$ cat config.mk
export PLATFORM = sky130hd
export DESIGN_NAME = ps2_letter_input
export DESIGN_NICKNAME = d
export VERILOG_FILES = /design/src/rtl/flippy_pkg.sv /design/src/rtl/ps2_scan_to_ascii.sv /design/src/rtl/ps2_letter_input.sv
export SDC_FILE = /design/constraint.sdc
export NUM_CORES = 1
export LEC_CHECK = 0
export CAP_MARGIN = 20
export CELL_PAD_IN_SITES_DETAIL_PLACEMENT = 0
export CELL_PAD_IN_SITES_GLOBAL_PLACEMENT = 2
export CORE_MARGIN = 2
export CORE_UTILIZATION = 39
export DETAILED_ROUTE_END_ITERATION = 10
export DONT_BUFFER_PORTS = 1
export HOLD_SLACK_MARGIN = 0.12
export PLACE_DENSITY_LB_ADDON = 0.05
export SYNTH_ARGS = -nofsm -noshare
export SYNTH_HDL_FRONTEND = slang
export SYNTH_SLANG_ARGS = --single-unit
$ cat constraint.sdc
create_clock -name clock -period 3.5 [get_ports clock]
set_input_delay 0.35 -clock clock [delete_from_list [all_inputs] [get_ports clock]]
set_output_delay 0.35 -clock clock [all_outputs]
set_load 0.01 [all_outputs]
$ cat src/rtl/flippy_pkg.sv
// Shared definitions for the falling-letter game: PS/2 frame states, scan-code
// prefixes and the ASCII letter range the columns compare against.
package flippy_pkg;

    typedef enum logic [1:0] {
        ST_IDLE   = 2'd0,
        ST_DATA   = 2'd1,
        ST_PARITY = 2'd2,
        ST_STOP   = 2'd3
    } ps2_state_e;

    localparam logic [7:0] PS2_EXT   = 8'hE0;
    localparam logic [7:0] PS2_BREAK = 8'hF0;

    localparam logic [7:0] ASCII_A = 8'h41;
    localparam logic [7:0] ASCII_Z = 8'h5A;

    function automatic logic is_letter(input logic [7:0] ascii);
        return (ascii >= ASCII_A) && (ascii <= ASCII_Z);
    endfunction

endpackage

$ cat src/rtl/ps2_scan_to_ascii.sv
// Scan code set 2 make code to uppercase ASCII; anything that is not a letter
// key maps to 0x00.
module ps2_scan_to_ascii (
    input  logic [7:0] scan_i,
    output logic [7:0] ascii_o
);

    always_comb begin
        ascii_o = 8'h00;
        case (scan_i)
            8'h1C: ascii_o = 8'h41; // A
            8'h32: ascii_o = 8'h42;
            8'h21: ascii_o = 8'h43;
            8'h23: ascii_o = 8'h44;
            8'h24: ascii_o = 8'h45;
            8'h2B: ascii_o = 8'h46;
            8'h34: ascii_o = 8'h47;
            8'h33: ascii_o = 8'h48;
            8'h43: ascii_o = 8'h49;
            8'h3B: ascii_o = 8'h4A;
            8'h42: ascii_o = 8'h4B;
            8'h4B: ascii_o = 8'h4C;
            8'h3A: ascii_o = 8'h4D;
            8'h31: ascii_o = 8'h4E;
            8'h44: ascii_o = 8'h4F;
            8'h4D: ascii_o = 8'h50;
            8'h15: ascii_o = 8'h51;
            8'h2D: ascii_o = 8'h52;
            8'h1B: ascii_o = 8'h53;
            8'h2C: ascii_o = 8'h54;
            8'h3C: ascii_o = 8'h55;
            8'h2A: ascii_o = 8'h56;
            8'h1D: ascii_o = 8'h57;
            8'h22: ascii_o = 8'h58;
            8'h35: ascii_o = 8'h59;
            8'h1A: ascii_o = 8'h5A; // Z
            default: ascii_o = 8'h00;
        endcase
    end

endmodule

$ cat src/rtl/ps2_letter_input.sv
// PS/2 keyboard receiver: synchronizes the pins, deframes bytes, and tracks
// make/break codes to present the currently held letter as ASCII.
module ps2_letter_input
    import flippy_pkg::*;
#(
    parameter int TIMEOUT_CYCLES = 100000
) (
    input  logic       clock,
    input  logic       reset_signal,
    input  logic       ps2_clk,
    input  logic       ps2_data,
    output logic [7:0] user_input,
    output logic       key_strobe,
    output logic       frame_error,
    output logic [1:0] dbg_state
);

    localparam int TW = $clog2(TIMEOUT_CYCLES + 1);

    logic       clk_s1_q, clk_s2_q, clk_prev_q;
    logic       dat_s1_q, dat_s2_q;
    logic       clk_fall;

    ps2_state_e state_q;
    logic [2:0] bit_cnt_q;
    logic [7:0] shift_q;
    logic       parity_q;
    logic [TW-1:0] tmo_q;

    // byte_valid_q is a one-cycle strobe qualifying byte_q; the decoder has no
    // way to stall the receiver, so every strobed byte is consumed that cycle.
    logic       byte_valid_q;
    logic [7:0] byte_q;
    logic       frame_error_q;

    logic [7:0] user_input_q;
    logic       key_strobe_q;
    logic       ext_pending_q, break_pending_q;
    logic [7:0] ascii;

    always_ff @(posedge clock) begin
        if (reset_signal) begin
            clk_s1_q   <= 1'b1;
            clk_s2_q   <= 1'b1;
            clk_prev_q <= 1'b1;
            dat_s1_q   <= 1'b1;
            dat_s2_q   <= 1'b1;
        end else begin
            clk_s1_q   <= ps2_clk;
            clk_s2_q   <= clk_s1_q;
            clk_prev_q <= clk_s2_q;
            dat_s1_q   <= ps2_data;
            dat_s2_q   <= dat_s1_q;
        end
    end

    assign clk_fall = clk_prev_q & ~clk_s2_q;

    always_ff @(posedge clock) begin
        if (reset_signal) begin
            state_q       <= ST_IDLE;
            bit_cnt_q     <= 3'd0;
            shift_q       <= 8'h00;
            parity_q      <= 1'b0;
            tmo_q         <= '0;
            byte_valid_q  <= 1'b0;
            byte_q        <= 8'h00;
            frame_error_q <= 1'b0;
        end else begin
            byte_valid_q  <= 1'b0;
            frame_error_q <= 1'b0;

            if (state_q == ST_IDLE || clk_fall)
                tmo_q <= '0;
            else
                tmo_q <= tmo_q + TW'(1);

            case (state_q)
                ST_IDLE: begin
                    if (clk_fall && !dat_s2_q) begin
                        state_q   <= ST_DATA;
                        bit_cnt_q <= 3'd0;
                    end
                end
                ST_DATA: begin
                    if (clk_fall) begin
                        shift_q   <= {dat_s2_q, shift_q[7:1]};
                        bit_cnt_q <= bit_cnt_q + 3'd1;
                        if (bit_cnt_q == 3'd7)
                            state_q <= ST_PARITY;
                    end
                end
                ST_PARITY: begin
                    if (clk_fall) begin
                        parity_q <= dat_s2_q;
                        state_q  <= ST_STOP;
                    end
                end
                ST_STOP: begin
                    if (clk_fall) begin
                        if (dat_s2_q && (^{shift_q, parity_q})) begin
                            byte_valid_q <= 1'b1;
                            byte_q       <= shift_q;
                        end else begin
                            frame_error_q <= 1'b1;
                        end
                        state_q <= ST_IDLE;
                    end
                end
                default: state_q <= ST_IDLE;
            endcase

            // A stalled frame overrides whatever the case above decided.
            if (state_q != ST_IDLE && !clk_fall && tmo_q == TW'(TIMEOUT_CYCLES - 1)) begin
                state_q       <= ST_IDLE;
                frame_error_q <= 1'b1;
            end
        end
    end

    ps2_scan_to_ascii u_lookup (
        .scan_i  (byte_q),
        .ascii_o (ascii)
    );

    always_ff @(posedge clock) begin
        if (reset_signal) begin
            user_input_q    <= 8'h00;
            key_strobe_q    <= 1'b0;
            ext_pending_q   <= 1'b0;
            break_pending_q <= 1'b0;
        end else begin
            key_strobe_q <= 1'b0;
            if (frame_error_q) begin
                ext_pending_q   <= 1'b0;
                break_pending_q <= 1'b0;
            end else if (byte_valid_q) begin
                if (byte_q == PS2_EXT) begin
                    ext_pending_q <= 1'b1;
                end else if (byte_q == PS2_BREAK) begin
                    break_pending_q <= 1'b1;
                end else if (ext_pending_q) begin
                    ext_pending_q   <= 1'b0;
                    break_pending_q <= 1'b0;
                end else if (break_pending_q) begin
                    if (is_letter(ascii) && ascii == user_input_q)
                        user_input_q <= 8'h00;
                    break_pending_q <= 1'b0;
                end else if (is_letter(ascii) && ascii != user_input_q) begin
                    user_input_q <= ascii;
                    key_strobe_q <= 1'b1;
                end
            end
        end
    end

    assign user_input  = user_input_q;
    assign key_strobe  = key_strobe_q;
    assign frame_error = frame_error_q;
    assign dbg_state   = state_q;

endmodule

==> flow_summary.yaml, run 1 <==
drt:
  vias_per_cell: 5.36
  wl_per_cell_um: 15.2
  drcViolationCount: 0
  ant_nets: 0
  drtIter0Drc: 97
  drt_pre_antenna_iters: 5
  wl_um: 8060
  vias: 2837
yosys:
  yosysUniqueCellTypes: 58
  yosysSeqAreaShare: 0.355
  synthArstFlopShare: 0
  dominantRegCellSynth: "dfxtp_1"
  syn_inst: 421
  synth_seq_cells: 61
  syn-cell-area_mm2: 0.00344
  ys_warn_count: 0
  synth-edff-count: 0
  avgSynthCellArea_um2: 8.18
clocking:
  htreeDepth: 3
  tritoncts: "yes"
  clock_latency_ns: 0.35
  clk_pin_slew_ns: 0.08
  clk_path_buf_depth: 2
  cts_root_buf: "clkbuf_8"
  clock-sinks: 61
  cts_buffers: 9
pwr:
  p_sw_uw: 375
  clkPwrFrac: 0.445
  switching_share: 0.249
  power.internal_mw: 1.13
  p_comb_frac: 0.075
  irDropWorstVdd_mv: 0.195
  p_per_area_mw_per_mm2: 404
  p_leak_nw: 1.41
  seqPwrFrac: 0.480
setup_path:
  startpoint_type: "register"
  cp_cell_sequence: "xor2_1, xnor3_1, mux2_4, mux2i_1, nor2_2, inv_1, ha_1, nor3b_1, a311oi_1, o211ai_1"
  worstRegToRegCells: 10
  regToRegSetupSlack_ns: 0.35
  slowest_delay_ns: 0.46
  worst_ep_arrival_time_ns: 3.36
  cp-end-kind: "register"
  crit_type: "register to register"
  r2r-start: "shift_q[1]"
  required_ns: 3.71
  slowest_stage: "xnor3_1"
  cp_max_fo: 26
min_path:
  hp-class: "input port to register"
  hold_depth: 1
  min_from: "reset_signal"
  hold_end: "key_strobe"
sta:
  rsz0062_at_grt: "no"
  slew_headroom: 0.415
  hold_ws_ns: 0.171
  setup_slack_ns: 0.348
  fmax_ghz: 0.317
  final_hold_viol_count: 0
  final.setup_skew_ns: 0.0120
  setup_violations: 0
  final.setup.tns_ns: 0
  drv_slew: 0
  tightestPinTransition_ns: 0.874
  fin_crit_ns: 3.15
  period_share: 0.901
grt:
  grt.met1_usage: 0.251
  grt_busiest_layer: "met2"
  grt_pass1_wl_um: 13600
  gr-usage-all-layers: 0.176
  antenna_found_initial: 0
  use_met2: 0.263
  gr-total-overflow: 0
  grtUsageMet3: 0.0322
  grt_pass1_vias: 2650
  grt_max_degree: 27
floorplan:
  die_h_um: 98.0
  die_w_um: 98.0
  start_util: 0.399
  placementRows: 34
  die_area_mm2: 0.00960
  coreArea_mm2: 0.00864
  ioPinCount: 16
place:
  postPlaceCellArea_mm2: 0.00348
  dp_hpwl_um: 5620
  port_buffers: 0
  place_ws_ns: 0.203
  gp_congestion: 0.799
layout:
  diodes: 0
  fin_nets: 437
  final.fill_count: 902
  finalInstanceArea_mm2: 0.00372
  drive_gt1_frac: 0.0879
  multi_input_area_mm2: 0.00204
  regArea_mm2: 0.00122
  area_delta_synth_final_pct: 8.14
outcome:
  status: "complete, no violations"
run:
  cap_violations: 0
[routing by layer]
layer,vias to the layer above,share of wire
li1,1455,-
met1,1331,0.53
met2,41,0.43
met3,10,0.030
met4,0,0.014
met5,-,0
[how the worst max path moves through the flow]
stage | start | end | slack, ns
3_3_place_gp | shift_q[2] | register | 0.36
2_1_floorplan | shift_q[5] | register | 0.33
6_report | shift_q[1] | register | 0.35
5_1_grt | shift_q[1] | register | 0.07
4_1_cts | shift_q[1] | register | 0.20
3_5_place_dp | shift_q[2] | register | 0.20
[sequential cells by signal (all words and copies together), names as in the netlist, named ones only]
| name | flops |
|---|---|
| bit_cnt_q | 3 |
| break_pending_q | 1 |
| byte_q | 8 |
| byte_valid_q | 1 |
| clk_prev_q | 1 |
| clk_s1_q | 1 |
| clk_s2_q | 1 |
| dat_s1_q | 1 |
| dat_s2_q | 1 |
| dbg_state | 2 |
| ext_pending_q | 1 |
| frame_error | 1 |
| key_strobe | 1 |
| parity_q | 1 |
| shift_q | 8 |
| tmo_q | 17 |
| user_input | 6 |
[metrics by stage]
stage | util | power (mW) | cells
6_report | 0.431 | 1.51 | 529
5_1_grt | 0.431 | 1.58 | 529
4_1_cts | 0.431 | 1.53 | 529
3_5_place_dp | 0.403 | 0.846 | 510
3_3_place_gp | 0.403 | 0.848 | 510
2_1_floorplan | - | 0.830 | 422
[worst max-delay path: cells and delay by family (launching register included)]
kind	cells	cell delay, ns
fa+ha+maj	1	0.29
xor+xnor	2	0.64
buf+inv	1	0.16
flops	1	0.44
simple gates	2	0.42
compound gates	2	0.40
mux	2	0.66
[synthesized netlist by cell type, types with 2 or more instances]
| cell | n | area share |
|---|---|---|
| o211ai_1 | 2 | 0.0044 |
| nor4b_1 | 2 | 0.0051 |
| a31oi_1 | 6 | 0.011 |
| xnor2_1 | 10 | 0.025 |
| clkbuf_1 | 11 | 0.012 |
| a211oi_1 | 2 | 0.0044 |
| a22o_1 | 5 | 0.013 |
| nor4_1 | 2 | 0.0036 |
| or3_1 | 7 | 0.013 |
| nor3_1 | 10 | 0.015 |
| o2111ai_1 | 3 | 0.0076 |
| mux2_4 | 3 | 0.013 |
| or2_2 | 9 | 0.016 |
| o31ai_1 | 2 | 0.0044 |
| nand3b_1 | 2 | 0.0044 |
| nor2b_1 | 2 | 0.0036 |
| nand2_1 | 39 | 0.043 |
| nand4b_1 | 2 | 0.0051 |
| o21ai_0 | 18 | 0.026 |
| a21oi_2 | 2 | 0.0051 |
| o21bai_1 | 2 | 0.0044 |
| o21ai_1 | 2 | 0.0029 |
| nor2_1 | 53 | 0.058 |
| buf_4 | 3 | 0.0065 |
| and3_1 | 6 | 0.011 |
| o32ai_1 | 2 | 0.0051 |
| nor3b_1 | 3 | 0.0065 |
| inv_1 | 16 | 0.017 |
| nand4_1 | 5 | 0.0091 |
| xor2_1 | 9 | 0.023 |
| a21o_1 | 2 | 0.0044 |
| and2_1 | 3 | 0.0055 |
| buf_2 | 6 | 0.0087 |
| dfxtp_1 | 61 | 0.35 |
| a32oi_1 | 3 | 0.0076 |
| nand3_1 | 19 | 0.028 |
| a21oi_1 | 28 | 0.041 |
| mux2i_1 | 13 | 0.038 |
| ha_1 | 17 | 0.062 |
| nand2b_1 | 11 | 0.020 |
[power groups by stage]
| stage | Sequential (mW) | Clock, mW | Combinational, mW |
|---|---|---|---|
| 4_1_cts | 0.723 | 0.693 | 0.114 |
| 3_5_place_dp | 0.739 | 0 | 0.107 |
| 2_1_floorplan | 0.736 | 0 | 0.0941 |
| 3_3_place_gp | 0.738 | 0 | 0.110 |
| 6_report | 0.722 | 0.670 | 0.113 |
| 5_1_grt | 0.724 | 0.723 | 0.130 |
[repair_timing]
| action | CTS | global route |
|---|---|---|
| hold buffers | 3 | 0 |
| setup endpoints to repair | 0 | 2 |
| setup buffers | 0 | 0 |
| endpoints found under the hold margin | 23 | 0 |
| gates resized for setup | 0 | 2 |
[final cells by class]
class / count / area share
clock inverters: 3 / 0.0114
multi-input cells: 321 / 0.547
flip-flops and latches: 61 / 0.328
well taps: 108 / 0.0363
repair buffers: 5 / 0.0121
inverters: 18 / 0.0195
clock buffers: 13 / 0.0454
[layout by cell type, fill, tap and decap left out, drive strengths merged, types with 3 or more instances in the layout]
cell type / count
a31oi: 6
nand3: 19
o2111ai: 3
xor2: 9
nor3: 10
a21oi: 30
clkbuf: 13
xnor2: 10
ha: 17
and3: 6
mux2: 4
dfxtp: 61
inv: 17
nor3b: 3
a22o: 5
o21ai: 20
dlygate4sd3: 3
and2: 3
nor2: 53
nand4: 5
or2: 9
nand2: 40
or3: 7
nand2b: 11
a32oi: 3
mux2i: 13
[cell families (layout without fill, tap and decap cells)]
group,after synthesis,in the layout,share of synthesized area
AND/OR/NAND/NOR,177,177,0.250
AO/OA/AOI/OAI,87,87,0.161
flip-flops,61,61,0.355
buffers and inverters,40,39,0.0560
XOR/XNOR,21,21,0.0618
adder cells (fa/ha/maj),17,17,0.0618
multiplexers,17,17,0.0541
other,1,2,0.00109
No activity file was read; power rests on OpenSTA's default activity.
==> inputs of run 2 (changes only) <==
- SETUP_SLACK_MARGIN: unset -> 0.02
- SLEW_MARGIN: unset -> 20
==> results of run 2 <==
No change in the layout: final DEF, timing and power equal those of run 1.
==> inputs of run 3 (changes only) <==
- ABC_CLOCK_PERIOD_IN_PS: unset -> 3500
==> results of run 3 <==
No change in the layout: final DEF, timing and power equal those of run 1.
